==> src/rtl/nvdla_ram_fifo_ctrl.sv <==
// nvdla_ram_fifo_ctrl
//   Valid/ready FIFO controller in front of an external two-port RAM macro
//   with a two-stage read port (address register on ram_re, output register
//   on ram_ore). The consumer reads straight from the macro output register.
//
//   Optional build macro: NVDLA_RAM_FIFO_BYPASS_EN
//     When defined, a write arriving at an otherwise empty pipe is steered
//     through the macro bypass path directly into the output register.
//     When undefined, ram_byp_sel and ram_dbyp are tied low.

module nvdla_ram_fifo_ctrl #(
  parameter int unsigned DEPTH = 80,
  parameter int unsigned AW    = 7,
  parameter int unsigned DW    = 15
) (
  input  logic          nvdla_core_clk,
  input  logic          nvdla_core_rstn,
  input  logic          wr_pvld,
  output logic          wr_prdy,
  input  logic [DW-1:0] wr_pd,
  output logic          rd_pvld,
  input  logic          rd_prdy,
  output logic [DW-1:0] rd_pd,
  output logic [AW:0]   fifo_used,
  output logic          ram_we,
  output logic [AW-1:0] ram_wa,
  output logic [DW-1:0] ram_di,
  output logic          ram_re,
  output logic [AW-1:0] ram_ra,
  output logic          ram_ore,
  input  logic [DW-1:0] ram_dout,
  output logic          ram_byp_sel,
  output logic [DW-1:0] ram_dbyp,
  input  logic [31:0]   pwrbus_ram_pd_in,
  output logic [31:0]   pwrbus_ram_pd
);

  localparam logic [AW:0]   CNT_DEPTH = (AW+1)'(DEPTH);
  localparam logic [AW:0]   CNT_ONE   = (AW+1)'(1);
  localparam logic [AW-1:0] PTR_LAST  = AW'(DEPTH - 1);
  localparam logic [AW-1:0] PTR_ONE   = AW'(1);

  // State registers
  logic [AW-1:0] wr_ptr_q, wr_ptr_d;
  logic [AW-1:0] rd_ptr_q, rd_ptr_d;
  logic [AW:0]   used_q,   used_d;    // committed writes not yet in output register
  logic [AW:0]   avail_q,  avail_d;   // committed writes not yet read-issued
  logic          s1_vld_q, s1_vld_d;  // macro address register holds a live address
  logic          s2_vld_q, s2_vld_d;  // macro output register holds live data

  // Datapath control
  logic wr_accept;   // producer handshake that lands in the RAM
  logic rd_issue;    // read address launched into the macro
  logic stage_adv;   // RAM data moved into the macro output register
  logic byp_fire;    // producer data sent through the bypass path
  logic rd_take;     // consumer handshake

  // Bypass path: only legal when the RAM and address stage are empty and
  // the output register is free to load this cycle.
`ifdef NVDLA_RAM_FIFO_BYPASS_EN
  assign byp_fire    = (used_q == '0) & ~s1_vld_q & (~s2_vld_q | rd_prdy) & wr_pvld;
  assign ram_byp_sel = byp_fire;
  assign ram_dbyp    = byp_fire ? wr_pd : '0;
`else
  assign byp_fire    = 1'b0;
  assign ram_byp_sel = 1'b0;
  assign ram_dbyp    = '0;
`endif

  // Handshake and RAM port strobes
  always_comb begin
    wr_prdy   = (used_q < CNT_DEPTH);
    wr_accept = wr_pvld & wr_prdy & ~byp_fire;
    stage_adv = s1_vld_q & (~s2_vld_q | rd_prdy);
    rd_issue  = (avail_q != '0) & (~s1_vld_q | stage_adv);
    rd_take   = s2_vld_q & rd_prdy;
  end

  assign ram_we        = wr_accept;
  assign ram_wa        = wr_ptr_q;
  assign ram_di        = wr_pd;
  assign ram_re        = rd_issue;
  assign ram_ra        = rd_ptr_q;
  assign ram_ore       = stage_adv | byp_fire;
  assign rd_pvld       = s2_vld_q;
  assign rd_pd         = ram_dout;
  assign fifo_used     = used_q;
  assign pwrbus_ram_pd = pwrbus_ram_pd_in;

  // Pointer advance with wrap at DEPTH-1 (DEPTH need not be a power of two)
  always_comb begin
    wr_ptr_d = wr_ptr_q;
    rd_ptr_d = rd_ptr_q;
    if (wr_accept) begin
      wr_ptr_d = (wr_ptr_q == PTR_LAST) ? '0 : wr_ptr_q + PTR_ONE;
    end
    if (rd_issue) begin
      rd_ptr_d = (rd_ptr_q == PTR_LAST) ? '0 : rd_ptr_q + PTR_ONE;
    end
  end

  // Occupancy counters; a slot is freed only once its data has been captured
  always_comb begin
    used_d  = used_q;
    avail_d = avail_q;
    unique case ({wr_accept, stage_adv})
      2'b10:   used_d = used_q + CNT_ONE;
      2'b01:   used_d = used_q - CNT_ONE;
      default: used_d = used_q;
    endcase
    unique case ({wr_accept, rd_issue})
      2'b10:   avail_d = avail_q + CNT_ONE;
      2'b01:   avail_d = avail_q - CNT_ONE;
      default: avail_d = avail_q;
    endcase
  end

  // Read pipeline stage valids
  always_comb begin
    s1_vld_d = s1_vld_q;
    s2_vld_d = s2_vld_q;
    if (rd_issue) begin
      s1_vld_d = 1'b1;
    end else if (stage_adv) begin
      s1_vld_d = 1'b0;
    end
    if (ram_ore) begin
      s2_vld_d = 1'b1;
    end else if (rd_take) begin
      s2_vld_d = 1'b0;
    end
  end

  // State update; reset discards all stored and in-flight entries
  always_ff @(posedge nvdla_core_clk or negedge nvdla_core_rstn) begin
    if (!nvdla_core_rstn) begin
      wr_ptr_q <= '0;
      rd_ptr_q <= '0;
      used_q   <= '0;
      avail_q  <= '0;
      s1_vld_q <= 1'b0;
      s2_vld_q <= 1'b0;
    end else begin
      wr_ptr_q <= wr_ptr_d;
      rd_ptr_q <= rd_ptr_d;
      used_q   <= used_d;
      avail_q  <= avail_d;
      s1_vld_q <= s1_vld_d;
      s2_vld_q <= s2_vld_d;
    end
  end

endmodule

==> config.mk <==
export PLATFORM = sky130hd
export DESIGN_NAME = nvdla_ram_fifo_ctrl
export DESIGN_NICKNAME = d
export VERILOG_FILES = /design/src/rtl/nvdla_ram_fifo_ctrl.sv
export SDC_FILE = /design/constraint.sdc
export NUM_CORES = 1
export LEC_CHECK = 0
export ABC_CLOCK_PERIOD_IN_PS = 2800
export BUFFER_PORTS_ARGS = -buffer_cell sky130_fd_sc_hd__buf_2
export CELL_PAD_IN_SITES_DETAIL_PLACEMENT = 0
export CELL_PAD_IN_SITES_GLOBAL_PLACEMENT = 1
export CORE_UTILIZATION = 27
export CTS_CLUSTER_DIAMETER = 100
export DETAILED_ROUTE_END_ITERATION = 16
export HOLD_SLACK_MARGIN = 0.15
export PLACE_DENSITY = 0.86
export SLEW_MARGIN = 20
export SYNTH_ARGS = -nofsm -noshare
export SYNTH_HDL_FRONTEND = slang
export SYNTH_SLANG_ARGS = --single-unit
==> constraint.sdc <==
create_clock -name nvdla_core_clk -period 2.8 [get_ports nvdla_core_clk]
set_input_delay 0.84 -clock nvdla_core_clk [delete_from_list [all_inputs] [get_ports nvdla_core_clk]]
set_output_delay 0.84 -clock nvdla_core_clk [all_outputs]
set_load 0.05 [all_outputs]
After elaboration in Yosys (flattened, before gate mapping)
Cells that the tools add are included.
{"block": "word_totals", "regBits": 32, "input_bits": 66, "out_inout_bits": 105}
{"block": "classes", "add_sub_neg": 6, "magnitude_cmp": 1, "eq_ne": 6, "n_mux": 8, "n_bitwise": 8, "reduce_logical": 5}
{"cell": "$pmux 8 s2", "n": 2}
{"cell": "$add 8x1->8 const B", "n": 2}
{"cell": "$sub 8x1->8 const B", "n": 2}
{"cell": "$add 7x1->7 const B", "n": 2}
{"cell": "$eq 7x7->1 const B", "n": 2}
{"cell": "$mux 7", "n": 2}
{"cell": "$lt 8x7->1 const B", "n": 1}
{"cell": "$reduce_bool 2->1", "n": 4}
{"cell": "$reduce_bool 8->1", "n": 1}
{"cell": "$and 1x1->1", "n": 4}
{"cell": "$eq 2x1->1 const B", "n": 2}
{"cell": "$eq 2x2->1 const B", "n": 2}
{"cell": "$mux 1", "n": 4}
{"cell": "$not 1->1", "n": 2}
{"cell": "$or 1x1->1", "n": 2}

Longest topological paths before layout
{"block": "depth", "word_depth": 7, "ltp_mapped": 11, "mapped_depth_nobuf": 11}

Least setup slack after synthesis
Ideal clock, no wire load.
{"block": "synth_timing", "path_kind": "in2reg", "from": "input port rd_prdy", "to": "register used_q[6] (netlist: fifo_used[6])", "setup_time_ns": 0.095, "t_arrival_ns": 3.049, "required_ns": 2.705, "setup_slack_ns": -0.344, "cell_stages": 9, "path_buffers": 0, "path_cell_list": "nand2b_1 > and2_1 > ha_1 > ha_1 > nor2b_1 > o31a_1 > o21a_1 > o21a_1 > o31ai_1"}
{"block": "synth_via", "elab_chain_cells": 4, "elab_cells_between_ends": 6}
{"item": "start: declaration", "line": "22", "source": "input logic rd_prdy,"}
{"item": "$or 1x1->1 (*)", "line": "74", "source": "stage_adv = s1_vld_q & (~s2_vld_q | rd_prdy);"}
{"item": "$and 1x1->1 (*)", "line": "74"}
{"item": "via ram_ore", "line": "30", "source": "output logic ram_ore,"}
{"item": "$eq 2x1->1 or $eq 2x2->1 (tied branches)", "line": "106", "source": "unique case ({wr_accept, stage_adv})"}
{"item": "$pmux 8 s2 or $reduce_bool 2->1 (tied branches)"}
{"item": "end signal: assignment", "line": "146", "source": "used_q <= used_d;"}
{"item": "end: declaration", "line": "46", "source": "logic [AW:0] used_q, used_d;"}
The timed path passes the listed nets; every way through them passes the cells marked *.
A chain may end at the register's enable or synchronous reset.

Worst setup path after layout
{"block": "layout_timing", "from": "input port rd_prdy", "to": "output port ram_re"}
{"block": "layout_via", "elab_chain_cells": 4}
{"item": "$or 1x1->1", "line": "74"}
{"item": "$and 1x1->1", "line": "74"}
{"item": "$or 1x1->1", "line": "75", "source": "rd_issue = (avail_q != '0) & (~s1_vld_q | stage_adv);"}
{"item": "$and 1x1->1", "line": "75"}
{"item": "end: declaration", "line": "28", "source": "output logic ram_re,"}
No other way between the ends.

==> results by group <==
STA
  – Relative slew slack: 0.497
  – RSZ-0062 raised after global routing: no
  – Worst Tran Pin Value: 0.754 ns
  – Fin. max-slew vios: 0
  – Fin crit share: 0.929
  – Clock skew: 0.0109 ns
  – Fmax: 385 MHz
  – Crit path time final: 2.60 ns
  – Setup TNS: 0 ns
  – Final setup fails: 0
  – Hold Violations, Final: 0

Floorplanning
  – Boundary pin count: 171
  – Core area: 9420 um2
  – Die Y-Extent: 101 um
  – Die Wd: about 100 um
  – # rows: 35
  – Starting Density: 0.284
  – Die Area: 10300 um2

Synth
  – Seq/Total Area, Yosys: 0.300
  – Ys flop type: dfrtp_1
  – Distinct cells, synth: between 40 and 50
  – Avg Synthesized Cell Area: 9.11 um2
  – Synth area leaders: dfrtp_1 30%, buf_4 22%, ha_1 7.5%, o21ai_0 3.4%, nand2_1 3.1%
  – Post-synth EDFFs: 0
  – Yosys top cell by area: dfrtp_1
  – Async SR Flop Fraction: 1.00
  – Synthesized flop and latch total: 32
  – Ys Warns: 0
  – Most frequent cell after synthesis: buf_4
  – Syn Inst Count: 293
  – Cell area after synthesis: 2670 um2
  – Commonest cells post-synth: 78 x buf_4, 32 x dfrtp_1, 22 x nand2_1, 18 x o21ai_0, 16 x ha_1
  – Post-synth top area share: 0.300

Global routing
  – Global route total overflow: 0
  – Global-route wire length before repair: 8.46 mm
  – Initial antenna violation count: 0
  – Vias in the first global route: 1864
  – Total GRT Usage: 0.104
  – Largest net degree at the start of global routing: 33

Critical path
  – Max incr delay on CP: about 0.28 ns
  – Worst reg2reg path endpoint: avail_q[7]
  – CP Launch Point: rd_prdy
  – Worst path cell trace: buf_2 > nand3b_1 > a21bo_4 > inv_6 > buf_4 > buf_2
  – Slowest cell on the critical path: buf_2
  – Data required time of the critical path: 1.96 ns
  – Crit path depth: 6
  – CP max FO: 4
  – Crit path launch type: primary input
  – Critical path's top delay family: buffers and inverters
  – Worst reg2reg startpoint: avail_q[0]
  – Cell repeated most along the worst path: buf_2
  – Worst Reg2Reg Path Length in Cells: 10
  – Bufs and invs on worst path: 4
  – Critical Path Sink Type: output pin
  – Critical Path Sink: ram_re
  – R2R setup slack: roughly 0.23 ns
  – Worst EP arrival: 1.76 ns
  – Critical path type: primary input to output pin

Finish
  – Diode count: 0
  – Layout cell share with drive strength beyond 1: 0.275
  – Final cell count without fillers: 413
  – Area Overhead vs Synth: 2.76%
  – Final nets: 367
  – Core Util, Final: 0.291

Clock tree
  – Latest clock arrival within the worst-skew pair: 0.29 ns
  – Cts bufs inserted: 5
  – Clock Tree Buf Depth: 2
  – Root Driver: clkbuf_8
  – Post-CTS Setup Bufs: 0
  – Resize count post-CTS: 0
  – Reg clk slew, reported paths: 0.07 ns
  – CTS H-tree depth: 2
  – CTS tree: yes
  – # hold bufs at CTS: 0
  – Sink Count: 32

Route
  – DR iter-0 viols: just under 100
  – Via density: approximately 4.5
  – Post-route DRC violation count: 0
  – Drt pass-1 iters: 4
  – Final ANT Viol Nets: 0
  – DR vias: 1843
  – WL/cell: ~12 um
  – WL final: 4.92 mm

Place
  – Placed Cells: 405
  – GP Congestion: 0.818
  – IO Port Bufs: 30
  – DP Wirelength: 3.73 mm

Pwr
  – Leak: 1.26 nW
  – VDD IR max: around 0.33 mV
  – PwrDens: roughly 1400 nW/um2
  – Total Power: 3.86 mW

Worst hold path
  – Hold Path Depth: 1
  – Worst hold path class: flop to flop
  – HP Start: s1_vld_q

Run status
  – Outcome: complete, no violations

Run
  – Max-cap violation count: 0
## metal layers
metal / share of wire / track usage / up-vias
li1: - / - / 897
met1: 0.43 / 0.114 / 868
met2: 0.47 / 0.176 / 56
met3: 0.063 / 0.0283 / 22
met4: 0.038 / 0.0669 / 0
met5: 0 / 0 / -
## how the worst min path moves through the flow
stage,to
3_5_place_dp,rd_pvld
2_1_floorplan,rd_pvld
3_3_place_gp,rd_pvld
6_report,rd_pvld
4_1_cts,rd_pvld
5_1_grt,rd_pvld
## registers in the layout (all words and copies together) (netlist names)
signal,flops
avail_q,8
ram_wa,7
fifo_used,8
s1_vld_q,1
ram_ra,7
rd_pvld,1
## worst register-to-register path, delay by kind of cell (launching register included)
kind | cells | cell delay, ns
AOI/OAI and AO/OA | 4 | 0.91
and+or+nand+nor | 2 | 0.46
buffers and inverters | 1 | 0.04
DFF | 1 | 0.47
xor gates and xnor gates | 1 | 0.09
adders and majority gates | 2 | 0.49
## stage by stage
step	instance area, um2	setup slack (ns)	hold slack, ns
after floorplan	2760	-0.0167	0.457
after global placement	2620	-0.0497	0.483
after detailed placement	2620	-0.0853	0.494
after CTS	2730	0.139	0.515
after global routing	2740	0.0314	0.532
final	2740	0.200	0.508
## layout by cell type, fill, tap and decap left out, types with 2 or more instances in the layout
cell,netlist,routed
mux2_2,2,2
buf_2,0,30
xor2_1,6,6
nor4_1,3,2
a32o_1,2,2
dfrtp_2,0,3
nand2b_1,4,4
a21o_1,8,8
nor2_1,12,12
nand4_1,2,2
nor3_1,8,8
mux2i_1,3,3
a21oi_1,7,7
conb_1,1,16
buf_4,78,20
a22o_1,2,2
clkbuf_8,0,5
dfrtp_1,32,29
a31oi_1,3,3
ha_4,0,2
nor3b_1,3,3
inv_1,8,8
o31a_1,2,2
o21bai_1,4,4
nor2b_1,3,3
o21a_1,7,7
o21ai_0,18,18
nand2_1,22,22
a211oi_2,3,3
xnor2_1,6,6
o31ai_1,3,3
ha_1,16,13
a211oi_1,3,3
nand3_1,3,3
fa_1,2,2
## layout make-up
cell class / instances / area [um2]
Inverter: 10 / 42.5
Fill cell: 979 / 6670
Sequential cell: 32 / 805
Tap cell: 129 / 161
Multi-Input combinational cell: 184 / 1330
Clock inverter: 2 / 35.0
Clock buffer: 6 / 72.6
Timing Repair Buffer: 50 / 300
## cell families (layout without fill, tap and decap cells)
family	Yosys count	count (layout)	share of synthesized area
AOI/OAI and AO/OA	64	64	0.171
xor gates and xnor gates	12	12	0.0394
adders and majority gates	18	18	0.0900
buffers and inverters	92	68	0.241
DFF	32	32	0.300
muxes	5	5	0.0197
other	1	16	0.00140
and+or+nand+nor	69	69	0.138
## where the power goes
group / internal (mW) / switching (mW)
clock network: 0.264 / 0.184
registers: 0.673 / 0.264
logic: 0.999 / 1.48
total: 1.94 / 1.92
Note: power is estimated with default switching activity, not from simulation.
